File: src/rtl/receiver.sv
// 8N1 UART receiver oversampling at 16x baud via the clken_i tick.
// Define UART_RX_FRAME_CHECK_EN to reject frames whose stop bit is low.
module receiver (
  input  logic       clk_50m_i,
  input  logic       rst_n_i,
  input  logic       rx_i,
  input  logic       clken_i,
  input  logic       rdy_clr_i,
  output logic [7:0] dout_8b_o,
  output logic       rdy_o,
  output logic       rx_busy_o,
  output logic       frame_err_o,
  output logic       overrun_o
);

  typedef enum logic [1:0] {
    ST_IDLE  = 2'd0,
    ST_START = 2'd1,
    ST_DATA  = 2'd2,
    ST_STOP  = 2'd3
  } state_t;

  state_t     state_r, state_nxt_s;
  logic       rx_meta_r, rx_sync_r;
  logic [3:0] tick_cnt_r, tick_cnt_nxt_s;
  logic [2:0] bit_idx_r, bit_idx_nxt_s;
  logic [7:0] shift_r, shift_nxt_s;

  logic       stop_tick_s, accept_s, ferr_s;
  logic [7:0] dout_nxt_s;
  logic       rdy_nxt_s, ovr_nxt_s, busy_nxt_s;
  logic [7:0] dout_r;
  logic       rdy_r, ovr_r, busy_r, ferr_r;

  // Two-flop synchronizer; idles high so reset never looks like a start bit.
  always_ff @(posedge clk_50m_i or negedge rst_n_i) begin
    if (!rst_n_i) begin
      rx_meta_r <= 1'b1;
      rx_sync_r <= 1'b1;
    end else begin
      rx_meta_r <= rx_i;
      rx_sync_r <= rx_meta_r;
    end
  end

  // FSM state, tick counter, bit index and data shift register.
  always_ff @(posedge clk_50m_i or negedge rst_n_i) begin
    if (!rst_n_i) begin
      state_r    <= ST_IDLE;
      tick_cnt_r <= 4'd0;
      bit_idx_r  <= 3'd0;
      shift_r    <= 8'h00;
    end else begin
      state_r    <= state_nxt_s;
      tick_cnt_r <= tick_cnt_nxt_s;
      bit_idx_r  <= bit_idx_nxt_s;
      shift_r    <= shift_nxt_s;
    end
  end

  // Next-state logic; everything holds while clken_i is low.
  always_comb begin
    state_nxt_s    = state_r;
    tick_cnt_nxt_s = tick_cnt_r;
    bit_idx_nxt_s  = bit_idx_r;
    shift_nxt_s    = shift_r;
    if (clken_i) begin
      case (state_r)
        ST_IDLE: begin
          if (!rx_sync_r) begin
            state_nxt_s    = ST_START;
            tick_cnt_nxt_s = 4'd0;
          end else begin
            state_nxt_s    = ST_IDLE;
          end
        end
        // Mid start bit: a high line here is a glitch, not a frame.
        ST_START: begin
          if (tick_cnt_r == 4'd7) begin
            tick_cnt_nxt_s = 4'd0;
            bit_idx_nxt_s  = 3'd0;
            if (rx_sync_r) begin
              state_nxt_s = ST_IDLE;
            end else begin
              state_nxt_s = ST_DATA;
            end
          end else begin
            tick_cnt_nxt_s = tick_cnt_r + 4'd1;
          end
        end
        ST_DATA: begin
          if (tick_cnt_r == 4'd15) begin
            tick_cnt_nxt_s         = 4'd0;
            shift_nxt_s[bit_idx_r] = rx_sync_r;
            if (bit_idx_r == 3'd7) begin
              state_nxt_s   = ST_STOP;
              bit_idx_nxt_s = 3'd0;
            end else begin
              bit_idx_nxt_s = bit_idx_r + 3'd1;
            end
          end else begin
            tick_cnt_nxt_s = tick_cnt_r + 4'd1;
          end
        end
        ST_STOP: begin
          if (tick_cnt_r == 4'd15) begin
            tick_cnt_nxt_s = 4'd0;
            state_nxt_s    = ST_IDLE;
          end else begin
            tick_cnt_nxt_s = tick_cnt_r + 4'd1;
          end
        end
        default: begin
          state_nxt_s    = ST_IDLE;
          tick_cnt_nxt_s = 4'd0;
          bit_idx_nxt_s  = 3'd0;
        end
      endcase
    end else begin
      state_nxt_s = state_r;
    end
  end

  // Output decode: frame acceptance and the next values of the flag registers.
  always_comb begin
    if (clken_i && (state_r == ST_STOP) && (tick_cnt_r == 4'd15)) begin
      stop_tick_s = 1'b1;
    end else begin
      stop_tick_s = 1'b0;
    end
`ifdef UART_RX_FRAME_CHECK_EN
    accept_s = stop_tick_s & rx_sync_r;
    ferr_s   = stop_tick_s & ~rx_sync_r;
`else
    accept_s = stop_tick_s;
    ferr_s   = 1'b0;
`endif
    if (accept_s) begin
      dout_nxt_s = shift_r;
      rdy_nxt_s  = 1'b1;
    end else if (rdy_clr_i) begin
      dout_nxt_s = dout_r;
      rdy_nxt_s  = 1'b0;
    end else begin
      dout_nxt_s = dout_r;
      rdy_nxt_s  = rdy_r;
    end
    // A clear on the acceptance edge means the consumer took the old byte.
    if (accept_s && rdy_r && !rdy_clr_i) begin
      ovr_nxt_s = 1'b1;
    end else if (rdy_clr_i) begin
      ovr_nxt_s = 1'b0;
    end else begin
      ovr_nxt_s = ovr_r;
    end
    busy_nxt_s = (state_nxt_s != ST_IDLE);
  end

  // Registered outputs.
  always_ff @(posedge clk_50m_i or negedge rst_n_i) begin
    if (!rst_n_i) begin
      dout_r <= 8'h00;
      rdy_r  <= 1'b0;
      ovr_r  <= 1'b0;
      busy_r <= 1'b0;
      ferr_r <= 1'b0;
    end else begin
      dout_r <= dout_nxt_s;
      rdy_r  <= rdy_nxt_s;
      ovr_r  <= ovr_nxt_s;
      busy_r <= busy_nxt_s;
      ferr_r <= ferr_s;
    end
  end

  assign dout_8b_o   = dout_r;
  assign rdy_o       = rdy_r;
  assign overrun_o   = ovr_r;
  assign rx_busy_o   = busy_r;
  assign frame_err_o = ferr_r;

endmodule

File: config.mk
export PLATFORM = sky130hd
export DESIGN_NAME = receiver
export DESIGN_NICKNAME = d
export VERILOG_FILES = /design/src/rtl/receiver.sv
export SDC_FILE = /design/constraint.sdc
export NUM_CORES = 1
export LEC_CHECK = 0
export BUFFER_PORTS_ARGS = -buffer_cell sky130_fd_sc_hd__buf_2
export CAP_MARGIN = 40
export CELL_PAD_IN_SITES_DETAIL_PLACEMENT = 0
export CELL_PAD_IN_SITES_GLOBAL_PLACEMENT = 1
export CORE_ASPECT_RATIO = 0.9
export CORE_UTILIZATION = 45
export DETAILED_ROUTE_END_ITERATION = 16
export MAX_ROUTING_LAYER = met4
export PLACE_DENSITY_LB_ADDON = 0.1
export REMOVE_ABC_BUFFERS = 1
export SLEW_MARGIN = 40
export SYNTH_ARGS = -nofsm -noshare
export SYNTH_HDL_FRONTEND = slang
export SYNTH_SLANG_ARGS = --single-unit
export TNS_END_PERCENT = 30
File: constraint.sdc
create_clock -name clk_50m_i -period 2.5 [get_ports clk_50m_i]
set_input_delay 0.125 -clock clk_50m_i [delete_from_list [all_inputs] [get_ports clk_50m_i]]
set_output_delay 0.125 -clock clk_50m_i [all_outputs]
set_load 0.03 [all_outputs]
==> metrics.txt, run 1 <==
Core Area=3160 um2; Clk Latency, worst-skew pair=280 ps; peak supply drop=0.632 mV; worst r2r path cells=6; RSZ-0062 raised after global routing=false; final wirelength=between 2000 and 3000 um; relative slew slack=~58%; register area share after synthesis=48.8%; Final Hold Fails=0; Max Slew Vio Count=0; leak pwr=approximately 0.85 nW; Syn Area/Cell=11.4 um2; Final #Nets=166; worst setup path endpoint=shift_r[6]; Worst-Margin Slew=634 ps; global-route wire length before repair=around 5100 um; Cell Pwr Density=725 nW/um2; total global routing overflow=0; M3 GR Usage=4.80%; Fmax=527 MHz; TritonCTS clock tree=yes; setup slack, reg-to-reg=roughly 600 ps; crit path time final=1900 ps; vias in the first global route=1,138; CP Launch Type=flop; flip-flop and latch area=753 um2; HP Class=input port to flop; Crit Path Category=flop to flop; hpwl dp=1990 um; RR Startpoint=state_r[0]; met2 GRT Util=29.3%; DRC viols=0; DRT antenna net count=0; Clock Tree Root=clkbuf_8; Sum Neg Setup Slack=0 ps; post-synthesis sequential element count=30; Synth area leaders=dfrtp_1 (45%), mux2_2 (11%), ha_1 (6.5%); most numerous cell in the Yosys netlist=dfrtp_1; die area=3670 um2; Fin Clk Skew=about 11 ps; postcts setup bufs=0; WP data required=about 2700 ps; Ports=17; Yosys top cell by area=dfrtp_1; Multi-input gate area=727 um2; CTS Buf Count=5; Critical Path End Type=flop; Ys Warns=0; Yosys cell types=45; num rows=19; count of final setup violators=0; H-tree level count=2; GRT Max-Usage Layer=met2; final worst slack=around 600 ps; die height=about 58 um; met1 usage=between 20% and 30%; hold_ws=about 5.2 ps; PortBufs=15; dominant synthesized flop cell=dfrtp_1; Placer Congestion=just under 0.8; Area growth syn-to-layout=13.9%; crit path from=state_r[0]; Post-synth EDFFs=0; GRT Overall Usage=19.2%; drt first-iter violations=29; pre-CTS setup slack=~620 ps; clock slew at reported path FFs=70 ps; Yosys top cell area share=45.4%; Via density=5.62; Vias=1,101; initial antenna violation count=0; Crit Path Max Fanout=7; diode count=0; Layout fillers=approximately 290; Max Cap Violations=0; final worst path period share=75.9%; outcome=finished clean; Wirelength per Cell=14.7 um; Initial Util=48.8%; largest net degree at the start of global routing=31; Synth top cells by count=dfrtp_1 (28), mux2_2 (15), nand2_1 (9); Reg2Reg Capture Point=shift_r[6]; Post-Syn Instances=136; clk sinks=30; critical path arrival=2060 ps; Max Root-Sink Buffers=2; Die W=63.7 um; drt pass-1 iters=4; ys async rst share=100%; ratio of cells with drive above 1 in the final layout=33.1%; Syn Std Cell Area=1540 um2
## power by group
| group | switching (mW) | total (mW) | internal, mW | leakage (nW) |
|---|---|---|---|---|
| Sequential | 0.0269 | 0.542 | 0.515 | 0.407 |
| Combinational | 0.164 | 0.265 | 0.101 | 0.386 |
| Clock | 0.176 | 0.469 | 0.293 | 0.0579 |
## sequential cells by signal, indices dropped and copies added, names as in the netlist
register	flops
rx_meta_r	1
rx_busy_o	1
overrun_o	1
rdy_o	1
dout_8b_o	8
bit_idx_r	3
state_r	2
shift_r	8
rx_sync_r	1
tick_cnt_r	4
## metal layers
layer / vias to the layer above / part of all wire [%]
met3: 9 / 4.4
met2: 26 / 47
met5: - / 0
met4: 0 / 2.5
met1: 536 / 46
li1: 530 / -
## cells by family after synthesis
kind of cell | after synthesis | share of synthesized area [%]
AO/OA/AOI/OAI | 23 | 11.3
flip-flops | 30 | 48.8
adder cells (fa/ha/maj) | 8 | 6.48
AND/OR/NAND/NOR | 44 | 16.8
multiplexers | 17 | 12.3
buffers and inverters | 13 | 4.13
other | 1 | 0.243
## worst min path at each step
| stage | end | depth (start not counted) | slack (ps) | from |
|---|---|---|---|---|
| after floorplan | bit_idx_r[0] | 0 | -170 | rst_n_i |
| after CTS | overrun_o | 2 | 0.8 | rdy_clr_i |
| after global placement | state_r[1] | 1 | 180 | rst_n_i |
| final | overrun_o | 2 | 5 | rdy_clr_i |
| after detailed placement | state_r[0] | 1 | 190 | rst_n_i |
| after global routing | overrun_o | 2 | 10 | rdy_clr_i |
## final cells by class
cell class	instances	area share, %
Sequential cell	30	42.8
Timing Repair Buffer	17	5.41
Inverter	6	1.28
Clock buffer	5	3.91
Tap cell	42	2.99
Clock inverter	3	2.28
Multi-Input combinational cell	93	41.3
## metrics by stage
step | util (%) | instance area, um2 | instances | power [mW]
floorplan | - | 1500 | 129 | 0.744
global placement | 51.6 | 1630 | 186 | 0.802
detailed placement | 51.6 | 1630 | 186 | 0.809
CTS | 55.6 | 1760 | 196 | 1.29
global route | 55.6 | 1760 | 196 | 1.35
finish | 55.6 | 1760 | 196 | 1.28
## cell usage in the layout, fill, tap and decap left out, types with 2 or more instances in the layout
cell / count
nor4_1: 2
mux2_2: 15
nand2_1: 9
ha_1: 8
a22oi_1: 3
nor4b_1: 2
clkinv_2: 2
o21ai_0: 5
nor2_1: 8
nor3_1: 4
and3_1: 2
nand4b_1: 2
o21ai_2: 2
clkbuf_8: 5
dfrtp_1: 28
a21oi_1: 2
inv_1: 6
nand4_1: 3
dlygate4sd3_1: 2
nand3_1: 2
dfstp_2: 2
buf_2: 15
## what timing repair did
action | in CTS | in global routing
hold endpoints to repair | 29 | 0
gates resized for setup | 0 | 0
endpoints found under the setup margin | 0 | 0
hold buffers | 2 | 0
## critical path: stages, from the launching register on
cell,delay [ps]
dfrtp_1,430
inv_1,130
ha_1,350
inv_1,160
nor2_1,260
nand4_1,170
mux2_2,300
No activity file was read; power rests on OpenSTA's default activity.
==> run 2, diff against run 1 <==
--- a/config.mk
+++ b/config.mk
@@ -10,7 +10,7 @@
 export CELL_PAD_IN_SITES_DETAIL_PLACEMENT = 0
 export CELL_PAD_IN_SITES_GLOBAL_PLACEMENT = 1
 export CORE_ASPECT_RATIO = 0.9
-export CORE_UTILIZATION = 45
+export CORE_UTILIZATION = 41
 export DETAILED_ROUTE_END_ITERATION = 16
 export MAX_ROUTING_LAYER = met4
 export PLACE_DENSITY_LB_ADDON = 0.1
==> constraint.sdc (replaced) <==
create_clock -name clk_50m_i -period 1.6 [get_ports clk_50m_i]
set_input_delay 0.08 -clock clk_50m_i [delete_from_list [all_inputs] [get_ports clk_50m_i]]
set_output_delay 0.08 -clock clk_50m_i [all_outputs]
set_load 0.03 [all_outputs]
==> run 2 against run 1 <==
  * Highest routed layer unchanged
  * The flow now finishes with violations (negative setup slack)
  * Critical endpoint is now tick_cnt_r[0]
  * Setup slack worse by 670 ps
  * Critical path type unchanged
  * Core utilization is 4.9 points higher
  * Clock-buffer cell count grew 2
  * Total power up 71%
  * Largest power group unchanged
  * Cell count is 16% higher
  * Cell area increased by 20%
==> metrics.txt, run 2 (synthesized netlist as in run 1, its figures left out) <==
total global routing overflow=0; Non-Filler Cell Area, Final=roughly 2100 um2; Final #Nets=195; Fmax=between 500 and 600 MHz; Wirelength per Cell=14.5 um; Max Cap Violations=0; met1 WL=between 1500 and 2000 um; GRT Overall Usage=19.8%; DRT antenna net count=0; critical path arrival=1880 ps; Fin Clk Skew=~5.6 ps; Clock Tree Root=clkbuf_8; Via density=5.24; Max Slew Vio Count=0; largest net degree at the start of global routing=31; hpwl dp=around 2100 um; DRC viols=0; TritonCTS clock tree=yes; Critical Path End Type=flop; Core Util, Final=60.5%; Cell Pwr Density=1030 nW/um2; Vias=1,190; met3 wire len=88 um; Worst-Margin Slew=674 ps; clk sinks=30; initial antenna violation count=0; RSZ-0062 raised after global routing=true; leak pwr=1.00 nW; die area=4020 um2; Core Area=~3500 um2; final wirelength=roughly 3300 um; relative slew slack=between 50% and 60%; commonest non-fill, non-tap cell in the layout=dfrtp_1; CTS Buf Count=5; count of final setup violators=6; Sum Neg Setup Slack=-252 ps; failing checks=negative setup slack; metal2 WL=1490 um; peak supply drop=0.640 mV; ratio of cells with drive above 1 in the final layout=53.0%; drt pass-1 iters=4; hold_ws=236 ps; Area after DPL=1810 um2; setup slack, reg-to-reg=-70 ps; WP data required=between 1500 and 2000 ps; most frequent cells in the layout=dfrtp_1 (28), buf_4 (26), mux2_2 (15), buf_2 (15), nand2_1 (9); Max Root-Sink Buffers=2; clock slew at reported path FFs=60 ps; global-route wire length before repair=5460 um; Highest Signal Layer=met4; Crit Path Max Fanout=6; CP Launch Type=flop; HP Class=input port to flop; Ports=17; Clk Latency, worst-skew pair=280 ps; final worst slack=-68.7 ps; num rows=20; die height=60.2 um; Initial Util=44.4%; Die W=66.7 um; Crit Path Category=flop to flop; Final Hold Fails=0; diode count=0; PortBufs=15; Area growth syn-to-layout=36.4%; final worst path period share=104%; Placer Congestion=0.864; vias in the first global route=1,174; drt first-iter violations=37; outcome=finished, violations left; crit path time final=1670 ps; H-tree level count=2
## run 2: what timing repair did
| action | CTS | global route |
|---|---|---|
| pin swaps | 7 | 5 |
| endpoints found under the hold margin | 31 | 0 |
| cloned | 1 | 0 |
| setup buffers | 3 | 1 |
| setup endpoints to repair | 25 | 24 |
| hold buffers | 3 | 0 |
| resized for setup | 19 | 13 |
## run 2: path summary, 6_finish.rpt
check / from / to / cells past startpoint
worst max register to register: state_r[0] / tick_cnt_r[0] / 6
min in group asynchronous: rst_n_i / rx_busy_o / 2
worst min-delay path: clken_i / state_r[0] / 3
worst min register to register: rx_meta_r / rx_sync_r / 0
max in group asynchronous: rst_n_i / bit_idx_r[2] / 2
worst max-delay path: state_r[0] / tick_cnt_r[0] / 6
## run 2: critical path, stage by stage (launching register included)
cell and delay (ps):
dfrtp_1 400, inv_2 100, ha_2 250, buf_4 130
a211oi_2 40, or4_4 540, o21ai_2 130
## run 2: routing by layer
layer  vias to the layer above  track usage, %
li1                        583               -
met1                       576            25.1
met2                        24            29.0
met3                         7            5.15
met4                         0            10.0
met5                         -               -
## run 2: power breakdown
group	internal (mW)	total, mW	switching (mW)
registers	0.806	0.839	0.0338
clock network	0.346	0.623	0.277
logic	0.351	0.714	0.363
total	1.50	2.18	0.674
## run 2: stage by stage
step	std cells	power, mW	setup slack (ps)
after global routing	227	2.30	-132
after CTS	226	2.15	-55.8
after global placement	211	1.41	-151
after floorplan	129	1.16	-103
after detailed placement	211	1.42	-172
final	227	2.18	-68.7
## run 2: area by class of cell
class                      instances  area [um2]
sequential                        30         753
tap                               44        55.1
fill                             286        1370
clock buffer                       7        86.3
timing repair buffer              45         312
clock inverter                     1        5.00
multi-input combinational         94         872
inverter                           6        22.5
==> run 3, diff against run 2 <==
--- a/config.mk
+++ b/config.mk
@@ -19,4 +19,4 @@
 export SYNTH_ARGS = -nofsm -noshare
 export SYNTH_HDL_FRONTEND = slang
 export SYNTH_SLANG_ARGS = --single-unit
-export TNS_END_PERCENT = 30
+export TNS_END_PERCENT = 20
==> run 3 against run 2 <==
  * The flow still finishes with violations (negative setup slack)
  * Wire length barely moved
  * Clock power barely moved
  * Sequential power barely moved
  * Hold slack barely moved
  * Maximum frequency barely moved
  * Setup slack barely moved
  * Die area did not move
  * Via count barely moved
  * Clock-buffer cell count did not move
  * Critical path type unchanged
  * Highest routed layer unchanged
==> metrics.txt, run 3 (synthesized netlist as in run 1, its figures left out) <==
outcome=finished, violations left; failing checks=negative setup slack; Via density=5.25; final worst slack=-68.7 ps; commonest non-fill, non-tap cell in the layout=dfrtp_1; count of final setup violators=6; HP Class=input port to flop; CP max-delay cell=or4_4; leak pwr=1.00 nW; Area after DPL=~1800 um2; TritonCTS clock tree=yes; vias in the first global route=1,174; Worst-Margin Slew=674 ps; total chip power=2.18 mW; initial antenna violation count=0; Placed Instances=211; crit-path max cell delay=~540 ps; Placer Congestion=0.864; H-tree level count=2; Ports=17; DRT antenna net count=0; ratio of cells with drive above 1 in the final layout=53.0%; Multi-input gate area=872 um2; die area=4020 um2; Core Area=3480 um2; critical path arrival=1880 ps; Final Hold Fails=0; met1 usage=25.1%; WP data required=1810 ps; Layout fillers=roughly 290; Max Root-Sink Buffers=2; Crit Path Max Fanout=6; final wirelength=3280 um; RSZ-0062 raised after global routing=true; CTS Buf Count=5; GRT Overall Usage=19.8%; M3 GR Usage=5.15%; Crit Path Category=flop to flop; Clk Latency, worst-skew pair=280 ps; CP Cell Sequence=inv_2, ha_2, buf_4, a211oi_2, or4_4, o21ai_2; Max Cap Violations=0; total global routing overflow=0; drt pass-1 iters=4; GRT Max-Usage Layer=met2; Vias=~1,200; Non-Filler Cell Area, Final=2110 um2; clk sinks=30; relative slew slack=55.1%; crit path time final=1670 ps; met2 GRT Util=29.0%; Fin Clk Skew=5.56 ps; Top delay family on crit path=simple AND/OR/NAND/NOR gates; final worst path period share=104%; pre-CTS setup slack=-172 ps; Max Slew Vio Count=0; Critical Path End Type=flop; die height=60.2 um; clock slew at reported path FFs=60 ps; drt first-iter violations=42; DRC viols=0; Layout Cells excl Fill=~230; largest net degree at the start of global routing=31; Area growth syn-to-layout=36.4%; hpwl dp=around 2100 um; PortBufs=15; Final #Nets=195; diode count=0; hold_ws=236 ps; Buf/Inv on CP=2; num rows=20; Initial Util=44.4%; CP Launch Type=flop; Clock Tree Root=clkbuf_8; Cell Pwr Density=between 1000 and 1500 nW/um2; global-route wire length before repair=5460 um; Fmax=599 MHz; peak supply drop=0.640 mV; Die W=66.7 um; flip-flop and latch area=753 um2; most frequent cells in the layout=dfrtp_1 (28), buf_4 (26), mux2_2 (15), buf_2 (15), nand2_1 (9); Wirelength per Cell=14.5 um
run 3: power breakdown:
| group | switching [mW] | internal (mW) |
|---|---|---|
| Combinational | 0.365 | 0.351 |
| Clock | 0.277 | 0.346 |
| Sequential | 0.0338 | 0.806 |
run 3: per-layer routing:
metal	routed length, um	vias up
li1	-	583
met1	1630	575
met2	1500	26
met3	93	7
met4	67	0
met5	0	-
run 3: final cells by class:
cell class / count / area share [%]
flip-flops and latches: 30 / 35.8
clock inverters: 1 / 0.238
multi-input cells: 94 / 41.4
repair buffers: 45 / 14.8
inverters: 6 / 1.07
well taps: 44 / 2.61
clock buffers: 7 / 4.10
run 3: repair_timing:
action	CTS	global route
endpoints found under the hold margin	31	0
pin swaps	7	4
setup endpoints to repair	25	24
hold buffers	3	0
buffers inserted	3	1
gates resized for setup	19	13
cloned	1	0
run 3: final timing paths:
path / cells after the start / start / endpoint / slack, ps
min: 3 / clken_i / state_r[0] / 240
min in group asynchronous: 2 / rst_n_i / rx_busy_o / 360
max in group asynchronous: 2 / rst_n_i / bit_idx_r[2] / 790
max reg2reg: 6 / state_r[0] / tick_cnt_r[0] / -70
max: 6 / state_r[0] / tick_cnt_r[0] / -70
min reg2reg: 0 / rx_meta_r / rx_sync_r / 360
run 3: worst reg2reg max path, delay by kind of cell, from the launching register on:
family	cells	cell delay, ps
AND/OR/NAND/NOR	1	540
flip-flops	1	400
adder cells (fa/ha/maj)	1	250
buffers and inverters	2	230
AO/OA/AOI/OAI	2	170
run 3: through the flow:
step | setup TNS [ps] | util, %
detailed placement | -2230 | 51.9
floorplan | -1030 | -
global route | -920 | 60.5
global placement | -1790 | 51.9
finish | -255 | 60.5
CTS | -183 | 58.5
